--- config.mk ---
export PLATFORM = sky130hd
export DESIGN_NAME = control_unit_flat
export DESIGN_NICKNAME = d
export VERILOG_FILES = /design/src/rtl/control_unit_if.sv /design/src/rtl/control_unit.sv /design/src/flat_wrapper.sv
export SDC_FILE = /design/constraint.sdc
export NUM_CORES = 1
export LEC_CHECK = 0
export BUFFER_PORTS_ARGS = -buffer_cell sky130_fd_sc_hd__buf_2
export CAP_MARGIN = 20
export CORE_ASPECT_RATIO = 0.75
export CORE_MARGIN = 10
export CORE_UTILIZATION = 55
export CTS_CLUSTER_SIZE = 40
export DETAILED_ROUTE_END_ITERATION = 12
export PLACE_DENSITY = 0.9
export SLEW_MARGIN = 20
export SYNTH_ARGS = -nofsm -noshare
export SYNTH_HDL_FRONTEND = slang
export SYNTH_SLANG_ARGS = --single-unit
export TNS_END_PERCENT = 10
--- constraint.sdc ---
create_clock -name clk -period 7.8 [get_ports clk]
set_input_delay 1.17 -clock clk [delete_from_list [all_inputs] [get_ports clk]]
set_output_delay 1.17 -clock clk [all_outputs]
set_load 0.02 [all_outputs]
--- src/rtl/control_unit_if.sv ---
// control_unit_if: datapath status flags in, every datapath control line out.
interface control_unit_if #(
    parameter int STATE_W = 6
);
    logic [5:0] opCode, funct;
    logic eqf, gtf, ov, div0;
    logic MemCtrl, PCCtrl, MDCtrl, SECtrl, ShiftSrc, ShiftAmt, IRWrite, RegWrite, ALUOutCtrl, EPCCtrl, HILOWrite;
    logic [1:0] IorD, ALUSrcA, ALUSrcB, RegDst, LSCtrl, SSCtrl, ExcptCtrl;
    logic [2:0] ShiftCtrl, PCSrc, ALUCtrl;
    logic [3:0] DataSrc;
    logic [STATE_W-1:0] state;

    modport master (
        input  opCode, funct, eqf, gtf, ov, div0,
        output MemCtrl, PCCtrl, MDCtrl, SECtrl, ShiftSrc, ShiftAmt, IRWrite, RegWrite, ALUOutCtrl, EPCCtrl,
               HILOWrite, IorD, ALUSrcA, ALUSrcB, RegDst, LSCtrl, SSCtrl, ExcptCtrl, ShiftCtrl, PCSrc, ALUCtrl,
               DataSrc, state
    );
    modport slave (
        output opCode, funct, eqf, gtf, ov, div0,
        input  MemCtrl, PCCtrl, MDCtrl, SECtrl, ShiftSrc, ShiftAmt, IRWrite, RegWrite, ALUOutCtrl, EPCCtrl,
               HILOWrite, IorD, ALUSrcA, ALUSrcB, RegDst, LSCtrl, SSCtrl, ExcptCtrl, ShiftCtrl, PCSrc, ALUCtrl,
               DataSrc, state
    );
endinterface

--- src/rtl/control_unit.sv ---
// control_unit: multicycle FSM sequencing fetch, decode, execute, memory, write-back and exceptions.
module control_unit #(
    parameter int MD_CYCLES = 32,
    parameter int STATE_W = 6
) (
    input logic clk,
    input logic reset,
    control_unit_if.master bus
);
    localparam int CNT_W = $clog2(MD_CYCLES + 1);
    localparam logic [CNT_W-1:0] MD_LAST = CNT_W'(MD_CYCLES - 1);

    typedef enum logic [STATE_W-1:0] {
        RESET, FETCH1, FETCH2, FETCH3, DECODE,
        ADD, SUB, AND, RWB, SLT, JR, MFHI, MFLO, SH1, SH2, SH3, MULTW, DIVW,
        ADDI, IWB, LWA, LW1, LW2, LW3, SWA, SWR, SWW, BEQ, BNE, LUI, J, JAL1, JAL2,
        EXC1, EXC2, EXC3, EXC4
    } state_t;

    typedef struct packed {
        logic memCtrl, pcCtrl, mdCtrl, shiftSrc, shiftAmt, irWrite, regWrite, aluOutCtrl, epcCtrl;
        logic [1:0] iorD, aluSrcA, aluSrcB, regDst, lsCtrl, ssCtrl;
        logic [2:0] shiftCtrl, pcSrc, aluCtrl;
        logic [3:0] dataSrc;
    } ctl_t;

    state_t state, nextState;
    ctl_t ctl;
    logic [CNT_W-1:0] cnt, nextCnt;
    logic [1:0] cause, nextCause;
    logic hiloWrite;
    logic unusedGtf;

    function automatic state_t dispatch(logic [5:0] op, logic [5:0] fn);
        state_t s;
        s = EXC1;
        case (op)
            6'h00: case (fn)
                6'h20: s = ADD;
                6'h22: s = SUB;
                6'h24: s = AND;
                6'h2a: s = SLT;
                6'h08: s = JR;
                6'h10: s = MFHI;
                6'h12: s = MFLO;
                6'h00: s = SH1;
                6'h18: s = MULTW;
                6'h1a: s = DIVW;
                default: s = EXC1;
            endcase
            6'h08: s = ADDI;
            6'h23: s = LWA;
            6'h2b: s = SWA;
            6'h04: s = BEQ;
            6'h05: s = BNE;
            6'h0f: s = LUI;
            6'h02: s = J;
            6'h03: s = JAL1;
            default: s = EXC1;
        endcase
        return s;
    endfunction

    // Control word of a state; registered one cycle ahead so outputs come straight from flops.
    function automatic ctl_t decode(state_t s);
        ctl_t c;
        c = '0;
        case (s)
            FETCH1: begin c.aluSrcB = 2'd1; c.aluCtrl = 3'b001; c.pcCtrl = 1'b1; end
            FETCH3: c.irWrite = 1'b1;
            DECODE: begin c.aluSrcB = 2'd3; c.aluCtrl = 3'b001; c.aluOutCtrl = 1'b1; end
            ADD, SUB, AND: begin
                c.aluSrcA = 2'd1;
                c.aluOutCtrl = 1'b1;
                c.aluCtrl = s == ADD ? 3'b001 : s == SUB ? 3'b010 : 3'b011;
            end
            RWB: begin c.regDst = 2'd1; c.regWrite = 1'b1; end
            SLT: begin c.aluSrcA = 2'd1; c.aluCtrl = 3'b111; c.regDst = 2'd1; c.dataSrc = 4'd4; c.regWrite = 1'b1; end
            JR: begin c.aluSrcA = 2'd1; c.pcCtrl = 1'b1; end
            MFHI, MFLO: begin c.regDst = 2'd1; c.dataSrc = s == MFHI ? 4'd2 : 4'd3; c.regWrite = 1'b1; end
            SH1: begin c.shiftSrc = 1'b1; c.shiftCtrl = 3'b001; end
            SH2: begin c.shiftAmt = 1'b1; c.shiftCtrl = 3'b010; end
            SH3: begin c.regDst = 2'd1; c.dataSrc = 4'd8; c.regWrite = 1'b1; end
            DIVW: c.mdCtrl = 1'b1;
            ADDI, LWA, SWA: begin c.aluSrcA = 2'd1; c.aluSrcB = 2'd2; c.aluCtrl = 3'b001; c.aluOutCtrl = 1'b1; end
            IWB: c.regWrite = 1'b1;
            LW1, LW2, SWR: c.iorD = 2'd2;
            LW3: begin c.dataSrc = 4'd1; c.regWrite = 1'b1; end
            SWW: begin c.iorD = 2'd2; c.memCtrl = 1'b1; end
            BEQ, BNE: begin c.aluSrcA = 2'd1; c.aluCtrl = 3'b111; c.pcSrc = 3'd1; end
            LUI: begin c.dataSrc = 4'd6; c.regWrite = 1'b1; end
            J: begin c.pcSrc = 3'd2; c.pcCtrl = 1'b1; end
            JAL1: c.aluOutCtrl = 1'b1;
            JAL2: begin c.regDst = 2'd3; c.regWrite = 1'b1; c.pcSrc = 3'd2; c.pcCtrl = 1'b1; end
            EXC1: begin c.aluSrcB = 2'd1; c.aluCtrl = 3'b010; c.epcCtrl = 1'b1; c.iorD = 2'd3; end
            EXC2, EXC3: c.iorD = 2'd3;
            EXC4: begin c.lsCtrl = 2'd2; c.pcSrc = 3'd3; c.pcCtrl = 1'b1; end
            default: c = '0;
        endcase
        return c;
    endfunction

    always_comb begin
        nextState = FETCH1;
        nextCnt = cnt;
        nextCause = cause;
        case (state)
            FETCH1: nextState = FETCH2;
            FETCH2: nextState = FETCH3;
            FETCH3: nextState = DECODE;
            DECODE: begin nextState = dispatch(bus.opCode, bus.funct); nextCnt = '0; end
            ADD, SUB, ADDI: begin
                nextState = bus.ov ? EXC1 : state == ADDI ? IWB : RWB;
                nextCause = bus.ov ? 2'd1 : cause;
            end
            AND: nextState = RWB;
            SH1: nextState = SH2;
            SH2: nextState = SH3;
            LWA: nextState = LW1;
            LW1: nextState = LW2;
            LW2: nextState = LW3;
            SWA: nextState = SWR;
            SWR: nextState = SWW;
            JAL1: nextState = JAL2;
            MULTW, DIVW: begin
                nextCnt = cnt + 1'b1;
                nextState = cnt == MD_LAST ? FETCH1 : state;
                if (state == DIVW && cnt == '0 && bus.div0) begin
                    nextState = EXC1;
                    nextCause = 2'd2;
                end
            end
            EXC1: nextState = EXC2;
            EXC2: nextState = EXC3;
            EXC3: nextState = EXC4;
            default: nextState = FETCH1;
        endcase
    end

    always_ff @(posedge clk) begin
        if (reset) begin
            state <= RESET;
            cnt <= '0;
            cause <= '0;
            ctl <= '0;
            hiloWrite <= 1'b0;
        end else begin
            state <= nextState;
            cnt <= nextCnt;
            cause <= nextState inside {EXC1, EXC2, EXC3, EXC4} ? nextCause : 2'd0;
            ctl <= decode(nextState);
            hiloWrite <= (nextState == MULTW || nextState == DIVW) && nextCnt == MD_LAST;
        end
    end

    assign unusedGtf = bus.gtf;
    assign bus.state = state;
    assign bus.MemCtrl = ctl.memCtrl;
    // Branch decision is the one Mealy output: it follows the live eqf flag.
    assign bus.PCCtrl = ctl.pcCtrl | (state == BEQ & bus.eqf) | (state == BNE & ~bus.eqf);
    assign bus.MDCtrl = ctl.mdCtrl;
    assign bus.SECtrl = 1'b0;
    assign bus.ShiftSrc = ctl.shiftSrc;
    assign bus.ShiftAmt = ctl.shiftAmt;
    assign bus.IRWrite = ctl.irWrite;
    assign bus.RegWrite = ctl.regWrite;
    assign bus.ALUOutCtrl = ctl.aluOutCtrl;
    assign bus.EPCCtrl = ctl.epcCtrl;
    assign bus.HILOWrite = hiloWrite;
    assign bus.IorD = ctl.iorD;
    assign bus.ALUSrcA = ctl.aluSrcA;
    assign bus.ALUSrcB = ctl.aluSrcB;
    assign bus.RegDst = ctl.regDst;
    assign bus.LSCtrl = ctl.lsCtrl;
    assign bus.SSCtrl = ctl.ssCtrl;
    assign bus.ExcptCtrl = cause;
    assign bus.ShiftCtrl = ctl.shiftCtrl;
    assign bus.PCSrc = ctl.pcSrc;
    assign bus.ALUCtrl = ctl.aluCtrl;
    assign bus.DataSrc = ctl.dataSrc;
endmodule

--- src/flat_wrapper.sv ---
// flat-port wrapper written by rule: the top's interface ports become plain ports
module control_unit_flat 
#(
    parameter int MD_CYCLES = 32,
    parameter int STATE_W = 6
)
  (clk, reset, bus_opCode, bus_funct, bus_eqf, bus_gtf, bus_ov, bus_div0, bus_MemCtrl, bus_PCCtrl, bus_MDCtrl, bus_SECtrl, bus_ShiftSrc, bus_ShiftAmt, bus_IRWrite, bus_RegWrite, bus_ALUOutCtrl, bus_EPCCtrl, bus_HILOWrite, bus_IorD, bus_ALUSrcA, bus_ALUSrcB, bus_RegDst, bus_LSCtrl, bus_SSCtrl, bus_ExcptCtrl, bus_ShiftCtrl, bus_PCSrc, bus_ALUCtrl, bus_DataSrc, bus_state);
  control_unit_if #(.STATE_W(STATE_W)) bus_i ();
  input logic clk;
  input logic reset;
  input wire logic [$bits(bus_i.opCode)-1:0] bus_opCode;
  input wire logic [$bits(bus_i.funct)-1:0] bus_funct;
  input wire logic [$bits(bus_i.eqf)-1:0] bus_eqf;
  input wire logic [$bits(bus_i.gtf)-1:0] bus_gtf;
  input wire logic [$bits(bus_i.ov)-1:0] bus_ov;
  input wire logic [$bits(bus_i.div0)-1:0] bus_div0;
  output wire logic [$bits(bus_i.MemCtrl)-1:0] bus_MemCtrl;
  output wire logic [$bits(bus_i.PCCtrl)-1:0] bus_PCCtrl;
  output wire logic [$bits(bus_i.MDCtrl)-1:0] bus_MDCtrl;
  output wire logic [$bits(bus_i.SECtrl)-1:0] bus_SECtrl;
  output wire logic [$bits(bus_i.ShiftSrc)-1:0] bus_ShiftSrc;
  output wire logic [$bits(bus_i.ShiftAmt)-1:0] bus_ShiftAmt;
  output wire logic [$bits(bus_i.IRWrite)-1:0] bus_IRWrite;
  output wire logic [$bits(bus_i.RegWrite)-1:0] bus_RegWrite;
  output wire logic [$bits(bus_i.ALUOutCtrl)-1:0] bus_ALUOutCtrl;
  output wire logic [$bits(bus_i.EPCCtrl)-1:0] bus_EPCCtrl;
  output wire logic [$bits(bus_i.HILOWrite)-1:0] bus_HILOWrite;
  output wire logic [$bits(bus_i.IorD)-1:0] bus_IorD;
  output wire logic [$bits(bus_i.ALUSrcA)-1:0] bus_ALUSrcA;
  output wire logic [$bits(bus_i.ALUSrcB)-1:0] bus_ALUSrcB;
  output wire logic [$bits(bus_i.RegDst)-1:0] bus_RegDst;
  output wire logic [$bits(bus_i.LSCtrl)-1:0] bus_LSCtrl;
  output wire logic [$bits(bus_i.SSCtrl)-1:0] bus_SSCtrl;
  output wire logic [$bits(bus_i.ExcptCtrl)-1:0] bus_ExcptCtrl;
  output wire logic [$bits(bus_i.ShiftCtrl)-1:0] bus_ShiftCtrl;
  output wire logic [$bits(bus_i.PCSrc)-1:0] bus_PCSrc;
  output wire logic [$bits(bus_i.ALUCtrl)-1:0] bus_ALUCtrl;
  output wire logic [$bits(bus_i.DataSrc)-1:0] bus_DataSrc;
  output wire logic [$bits(bus_i.state)-1:0] bus_state;
  assign bus_i.opCode = bus_opCode;
  assign bus_i.funct = bus_funct;
  assign bus_i.eqf = bus_eqf;
  assign bus_i.gtf = bus_gtf;
  assign bus_i.ov = bus_ov;
  assign bus_i.div0 = bus_div0;
  assign bus_MemCtrl = bus_i.MemCtrl;
  assign bus_PCCtrl = bus_i.PCCtrl;
  assign bus_MDCtrl = bus_i.MDCtrl;
  assign bus_SECtrl = bus_i.SECtrl;
  assign bus_ShiftSrc = bus_i.ShiftSrc;
  assign bus_ShiftAmt = bus_i.ShiftAmt;
  assign bus_IRWrite = bus_i.IRWrite;
  assign bus_RegWrite = bus_i.RegWrite;
  assign bus_ALUOutCtrl = bus_i.ALUOutCtrl;
  assign bus_EPCCtrl = bus_i.EPCCtrl;
  assign bus_HILOWrite = bus_i.HILOWrite;
  assign bus_IorD = bus_i.IorD;
  assign bus_ALUSrcA = bus_i.ALUSrcA;
  assign bus_ALUSrcB = bus_i.ALUSrcB;
  assign bus_RegDst = bus_i.RegDst;
  assign bus_LSCtrl = bus_i.LSCtrl;
  assign bus_SSCtrl = bus_i.SSCtrl;
  assign bus_ExcptCtrl = bus_i.ExcptCtrl;
  assign bus_ShiftCtrl = bus_i.ShiftCtrl;
  assign bus_PCSrc = bus_i.PCSrc;
  assign bus_ALUCtrl = bus_i.ALUCtrl;
  assign bus_DataSrc = bus_i.DataSrc;
  assign bus_state = bus_i.state;
  control_unit #(.MD_CYCLES(MD_CYCLES), .STATE_W(STATE_W)) u_core (.clk(clk), .reset(reset), .bus(bus_i));
endmodule
# ---- Yosys cells after proc, flatten, opt, wreduce, memory -nomap -nowiden
# Cells that the tools add are included.
dict set report totals {
  ff_bits 47
  out_inout_bits 44
  wordCells 168
}
dict set report op_classes {
  add_sub_neg 1
  n_eq_ne 79
  mux 32
  bitwise 6
  reduce_logical 28
}
# operator n
set ops {}
lappend ops {{$eq 6x5->1 const B} 33}
lappend ops {{$pmux 6 s18} 1}
lappend ops {{$eq 6x6->1 const B} 14}
lappend ops {{$eq 6x4->1 const B} 13}
lappend ops {{$eq 6x3->1 const B} 10}
lappend ops {{$pmux 6 s10} 1}
lappend ops {{$pmux 6 s9} 1}
lappend ops {{$eq 6x2->1 const B} 5}
lappend ops {{$pmux 4 s5} 1}
lappend ops {{$logic_not 6->1} 3}
lappend ops {{$mux 6} 3}
lappend ops {{$pmux 2 s2} 4}
lappend ops {{$reduce_or 3->1} 5}
lappend ops {{$reduce_or 5->1} 3}
lappend ops {{$eq 6x1->1 const B} 2}
lappend ops {{$mux 1} 12}
lappend ops {{$pmux 2 s3} 2}
lappend ops {{$pmux 3 s4} 1}
lappend ops {{$pmux 6 s2} 1}
lappend ops {{$reduce_or 2->1} 6}
lappend ops {{$reduce_or 10->1} 1}
lappend ops {{$reduce_or 9->1} 1}
lappend ops {{$reduce_or 8->1} 1}
lappend ops {{$add 6x1->6 const B} 1}
lappend ops {{other kinds (14)} 21}

# ---- Longest topological paths before layout
dict set report logic_depth {
  depth_word 9
  depth_mapped 12
}

# ---- Least setup slack after synthesis
# No wires, ideal clock.
dict set report synth_path {
  path_kind {input -> register}
  from {input bus_funct[3]}
  to {register u_core.ctl (netlist bit u_core.bus.ALUCtrl[0])}
  setup_time_ns 0.129
  arrival_time_ns 3.337
  required_ns 7.671
  slack_ns 4.334
  stages 9
  path_buffers 1
  path_cell_list {clkbuf_2 or4b_1 a41oi_2 nand2_2 o41a_1 xnor2_1 a32o_1 a211oi_1 a21oi_1}
}
dict set report synth_via {
  elab_chain_len 8
  elab_cells_between_ends 31
  cone_classes {21 x eq/ne; 6 x mux; 4 x reduce/logical}
}
# element line
set synth_lines {}
lappend synth_lines {{start: declaration} flat_wrapper.sv:12} ;# input wire logic [$bits(bus_i.funct)-1:0] bus_funct;
lappend synth_lines {{$eq 6x5->1, or another cell as far along} control_unit.sv:38} ;# 6'h00: case (fn)
lappend synth_lines {{$pmux 6 s10 *} control_unit.sv:38}
lappend synth_lines {{$pmux 6 s9 *} control_unit.sv:37} ;# case (op)
lappend synth_lines {{$pmux 6 s18 *} control_unit.sv:107} ;# case (state)
lappend synth_lines {{$eq 6x3->1} {control_unit.sv:68, control_unit.sv:75}}
lappend synth_lines {{$mux 1} control_unit.sv:75} ;# c.aluCtrl = s == ADD ? 3'b001 : s == SUB ? 3'b010 : 3'b011;
lappend synth_lines {{$mux 3} control_unit.sv:75}
lappend synth_lines {{$pmux 3 s4 *} control_unit.sv:68} ;# case (s)
lappend synth_lines {{end signal: assignment} control_unit.sv:151} ;# ctl <= decode(nextState);
lappend synth_lines {{end: declaration} control_unit.sv:28} ;# ctl_t ctl;
# Every way passes the cells marked *; elsewhere a longest branch is shown, timed or not.
# A chain may end at the register's enable or synchronous reset.

# ---- Worst setup path in the final report
dict set report layout_path {
  from {input bus_funct[5]}
  to {register u_core.ctl (netlist bit u_core.bus.ALUCtrl[1])}
}
dict set report layout_via {
  elab_chain_len 7
  elab_cells_between_ends 30
  cone_classes {21 x eq/ne; 5 x mux; 4 x reduce/logical}
}
# element line
set layout_lines {}
lappend layout_lines {{$eq 6x5->1, or another cell as far along} control_unit.sv:38}
lappend layout_lines {{$pmux 6 s10 *} control_unit.sv:38}
lappend layout_lines {{$pmux 6 s9 *} control_unit.sv:37}
lappend layout_lines {{$pmux 6 s18 *} control_unit.sv:107}
lappend layout_lines {{$eq 6x1->1, or another cell as far along} control_unit.sv:68}
lappend layout_lines {{$reduce_or 5->1 (no source line), or another cell as far along} -}
lappend layout_lines {{$pmux 3 s4 *} control_unit.sv:68}
# Marked as above.

==> impl_results.md <==
- Required time of the worst setup path: 7960 ps
- IO Port Bufs: 53
- Seq. cell area: approximately 800 um2
- Clock-pin slew on the worst setup and hold paths: 70 ps
- Syn-to-layout area delta: 5.46%
- Synth Area in Adders: less than 1%
- Mux cell area share after synthesis: less than 1%
- Final Max Tran Viols: 0
- Initial DRC count: 362
- Die Width: 105 um
- Compound-cell area share of the yosys netlist: 22.9%
- Post-synth EDFFs: 0
- Vias in the first global route: approximately 2800
- Post-DP HPWL: 5810 um
- Hold Fails Final Rpt: 0
- Area of the multi-input gates: between 1500 and 2000 um2
- Drt total wl: 7910 um
- CTS Hold Bufs: 0
- Num ports: 62
- First-pass GRT wire length: between 10000 and 15000 um
- Synth Area in Simple Gates: between 30% and 40%
- Total track usage: 17.4%
- Crit Path Max Fanout: 14
- Gr ovfl total: 0
- CTS tree: yes
- Final Total Pwr: 0.610 mW
- Critical path class: in2reg
- Most common cell after layout, fill and taps aside: buf_2
- Worst Hold Slack: around 470 ps
- Crit-path cells: buf_2 -> or4bb_1 -> a41oi_2 -> o211ai_1 -> a21oi_1 -> or4_1 -> nor2_1 -> a32o_1 -> a211oi_1 -> a21oi_1
- Synth Area in XOR/XNOR: 3.23%
- Arr. time, crit path: 4010 ps
- Die area: slightly below 9000 um2
- #FFs+latches synth: 41
- Wire per inst: 16.5 um
- RSZ-0062 raised after global routing: no
- Layout Skew: 4.80 ps
- Via density: 6.25
- Top_reg_cell synth: dfxtp_1
- Setup Fix Bufs, Post-CTS: 0
- CP peak stage delay: ~550 ps
- Die height: 83.8 um
- Most frequent cells in the layout: buf_2, nor2_1, dfxtp_1
- Most Frequent Cell on Critical Path: a21oi_1
- Placed inst area: 3030 um2
- Max-Cap Viols: 0
- Nets@finish: approximately 420
- Initial DRT Pass Iterations: 7
- Core Area: about 5300 um2
- Antenna violations before repair: 0
- Synth Warn #: 0
- DR vias: 2995
- CP Launch Type: input pin
- Leakage: 1.33 nW
- Root Buffer: clkbuf_8
- Sequential-to-total area share from yosys stat: 27.5%
- Maximum vdd drop: 0.0916 mV
- Fraction of layout cells with a size suffix above 1: 19.1%
- Rel. slew slack: 46.0%
- Outcome: complete, no violations
- Post-route ant nets: 0
- Asr flop ratio synth: 0%
- Worst slew pin tran: 807 ps
- CP Capture Type: flip-flop
- Largest family of logic cells by synthesized area: simple AND/OR/NAND/NOR gates
- Syn avg cell area: roughly 7.6 um2
- Post-route minimum period: 3860 ps
- Worst reg2reg path depth: 9
- H-tree depth: 2
- Initial Util: a little under three fifths
- CTS Buf Count: 5
- Bufs on Longest Clock Path: 2
- Final setup violating endpoints: 0
- TNS Setup: 0 ps
- Mapped Cells: 393
- Netlist Area Pre-Place: 2980 um2
- Unique cell type count in the Yosys netlist: 79
- DRC Markers: 0
- Filler cells: 512
- Final period utilization: 49.4%
- Post_cts resized: 0
- Power per Cell Area: 194 nW/um2
- Pin count of the biggest net entering global routing: 28
- Critical-path top delay cell: or4bb_1
- Worst min path class: reg2reg
- Hold Crit Depth: 2
- Clk sinks: between 40 and 50
- Maximum clock rate: roughly 0.26 GHz
- Clk_lat worst skew: 290 ps
- Post-route cell area: ~3100 um2
- Cell row count: 23
- Gpl congestion: 0.959
- Antenna diodes: 0
[cells in the mapped netlist (all sizes together) (2+ instances only)]
library cell | count | area share (%)
o211ai | 3 | 0.92
xnor2 | 5 | 1.5
nor4b | 4 | 1.4
a2111oi | 2 | 0.63
o22ai | 4 | 0.84
a41oi | 3 | 1.1
and3b | 2 | 0.59
nand3b | 3 | 0.76
a31oi | 5 | 1.0
a22oi | 5 | 1.3
clkbuf | 9 | 1.2
inv | 10 | 1.3
or3 | 7 | 1.5
and3 | 3 | 0.63
dfxtp | 41 | 28
a211oi | 3 | 0.76
and2 | 4 | 0.84
nor2b | 4 | 0.84
or4 | 3 | 0.76
nand4b | 2 | 0.59
nand3 | 16 | 2.7
buf | 48 | 10
nor4 | 8 | 2.3
nand4 | 7 | 1.5
o41ai | 2 | 1.2
a21oi | 29 | 5.0
xor2 | 6 | 1.8
nand2 | 26 | 3.4
o31ai | 2 | 0.50
or2 | 3 | 0.63
nor2 | 49 | 6.2
nor3 | 11 | 1.8
o21ai | 16 | 2.7
nand2b | 9 | 1.9
o21bai | 3 | 0.76
or3b | 2 | 0.59
a211o | 4 | 1.2
nor3b | 2 | 0.50
ha | 2 | 0.84
or4b | 2 | 0.67
[sequential cells by signal, indices dropped and copies added (netlist names), 2 cells and up]
register	count
u_core.bus.DataSrc	4
u_core.bus.ExcptCtrl	2
u_core.bus.PCSrc	2
u_core.bus.RegDst	2
u_core.bus.IorD	2
u_core.bus.ALUSrcB	2
u_core.bus.state	6
u_core.bus.ShiftCtrl	2
u_core.bus.ALUCtrl	3
u_core.cnt	6
[kinds of logic (layout without fill, tap and decap cells)]
group                    after synthesis  after routing
flip-flops                            41             41
buffers and inverters                 67             72
AND/OR/NAND/NOR                      172            172
XOR/XNOR                              11             11
adder cells (fa/ha/maj)                2              2
AO/OA/AOI/OAI                         97             97
other                                  1              7
multiplexers                           2              2
[layer usage]
| layer | share of wire, % | global-route usage (%) | vias up |
|---|---|---|---|
| met1 | 42 | 22.7 | 1377 |
| met2 | 46 | 27.5 | 185 |
| met5 | 0 | 0 | - |
| met3 | 11 | 5.02 | 22 |
| li1 | - | - | 1411 |
| met4 | 1.8 | 4.35 | 0 |
[layout make-up]
class	count	area share, %
Clock buffer	7	2.75
Clock inverter	1	0.955
Inverter	10	1.19
Multi-Input combinational cell	291	57.3
Sequential cell	41	26.1
Tap cell	75	2.98
Timing Repair Buffer	54	8.67
[report_power, final]
part / switching, mW / leakage, nW / internal [mW]
registers: 0.0175 / 0.332 / 0.221
logic: 0.134 / 0.937 / 0.0655
clock network: 0.0679 / 0.0585 / 0.104
total: 0.219 / 1.33 / 0.390
[final timing paths]
kind	from	endpoint	slack (ps)
max	bus_funct[5]	u_core.bus.ALUCtrl[1]$_SDFF_PP0_	3940
max reg2reg	u_core.bus.state[2]$_SDFF_PP0_	u_core.bus.ALUCtrl[1]$_SDFF_PP0_	4140
min	u_core.bus.ExcptCtrl[1]$_SDFFE_PP0P_	u_core.bus.ExcptCtrl[1]$_SDFFE_PP0P_	470
min reg2reg	u_core.bus.ExcptCtrl[1]$_SDFFE_PP0P_	u_core.bus.ExcptCtrl[1]$_SDFFE_PP0P_	470
[per-stage QoR]
stage / std cells / setup slack [ps] / utilization [%]
5_1_grt: 479 / 3840 / 59.4
3_5_place_dp: 471 / 3790 / 57.2
6_report: 479 / 3940 / 59.4
3_3_place_gp: 471 / 3880 / 57.2
2_1_floorplan: 399 / 4330 / -
4_1_cts: 479 / 4050 / 59.4
[worst max-delay path: cells and delay by family]
kind | cells | cell delay [ps]
AOI/OAI and AO/OA | 6 | 1450
buffers and inverters | 1 | 210
and+or+nand+nor | 3 | 1170
(Power assumes the default switching activity.)
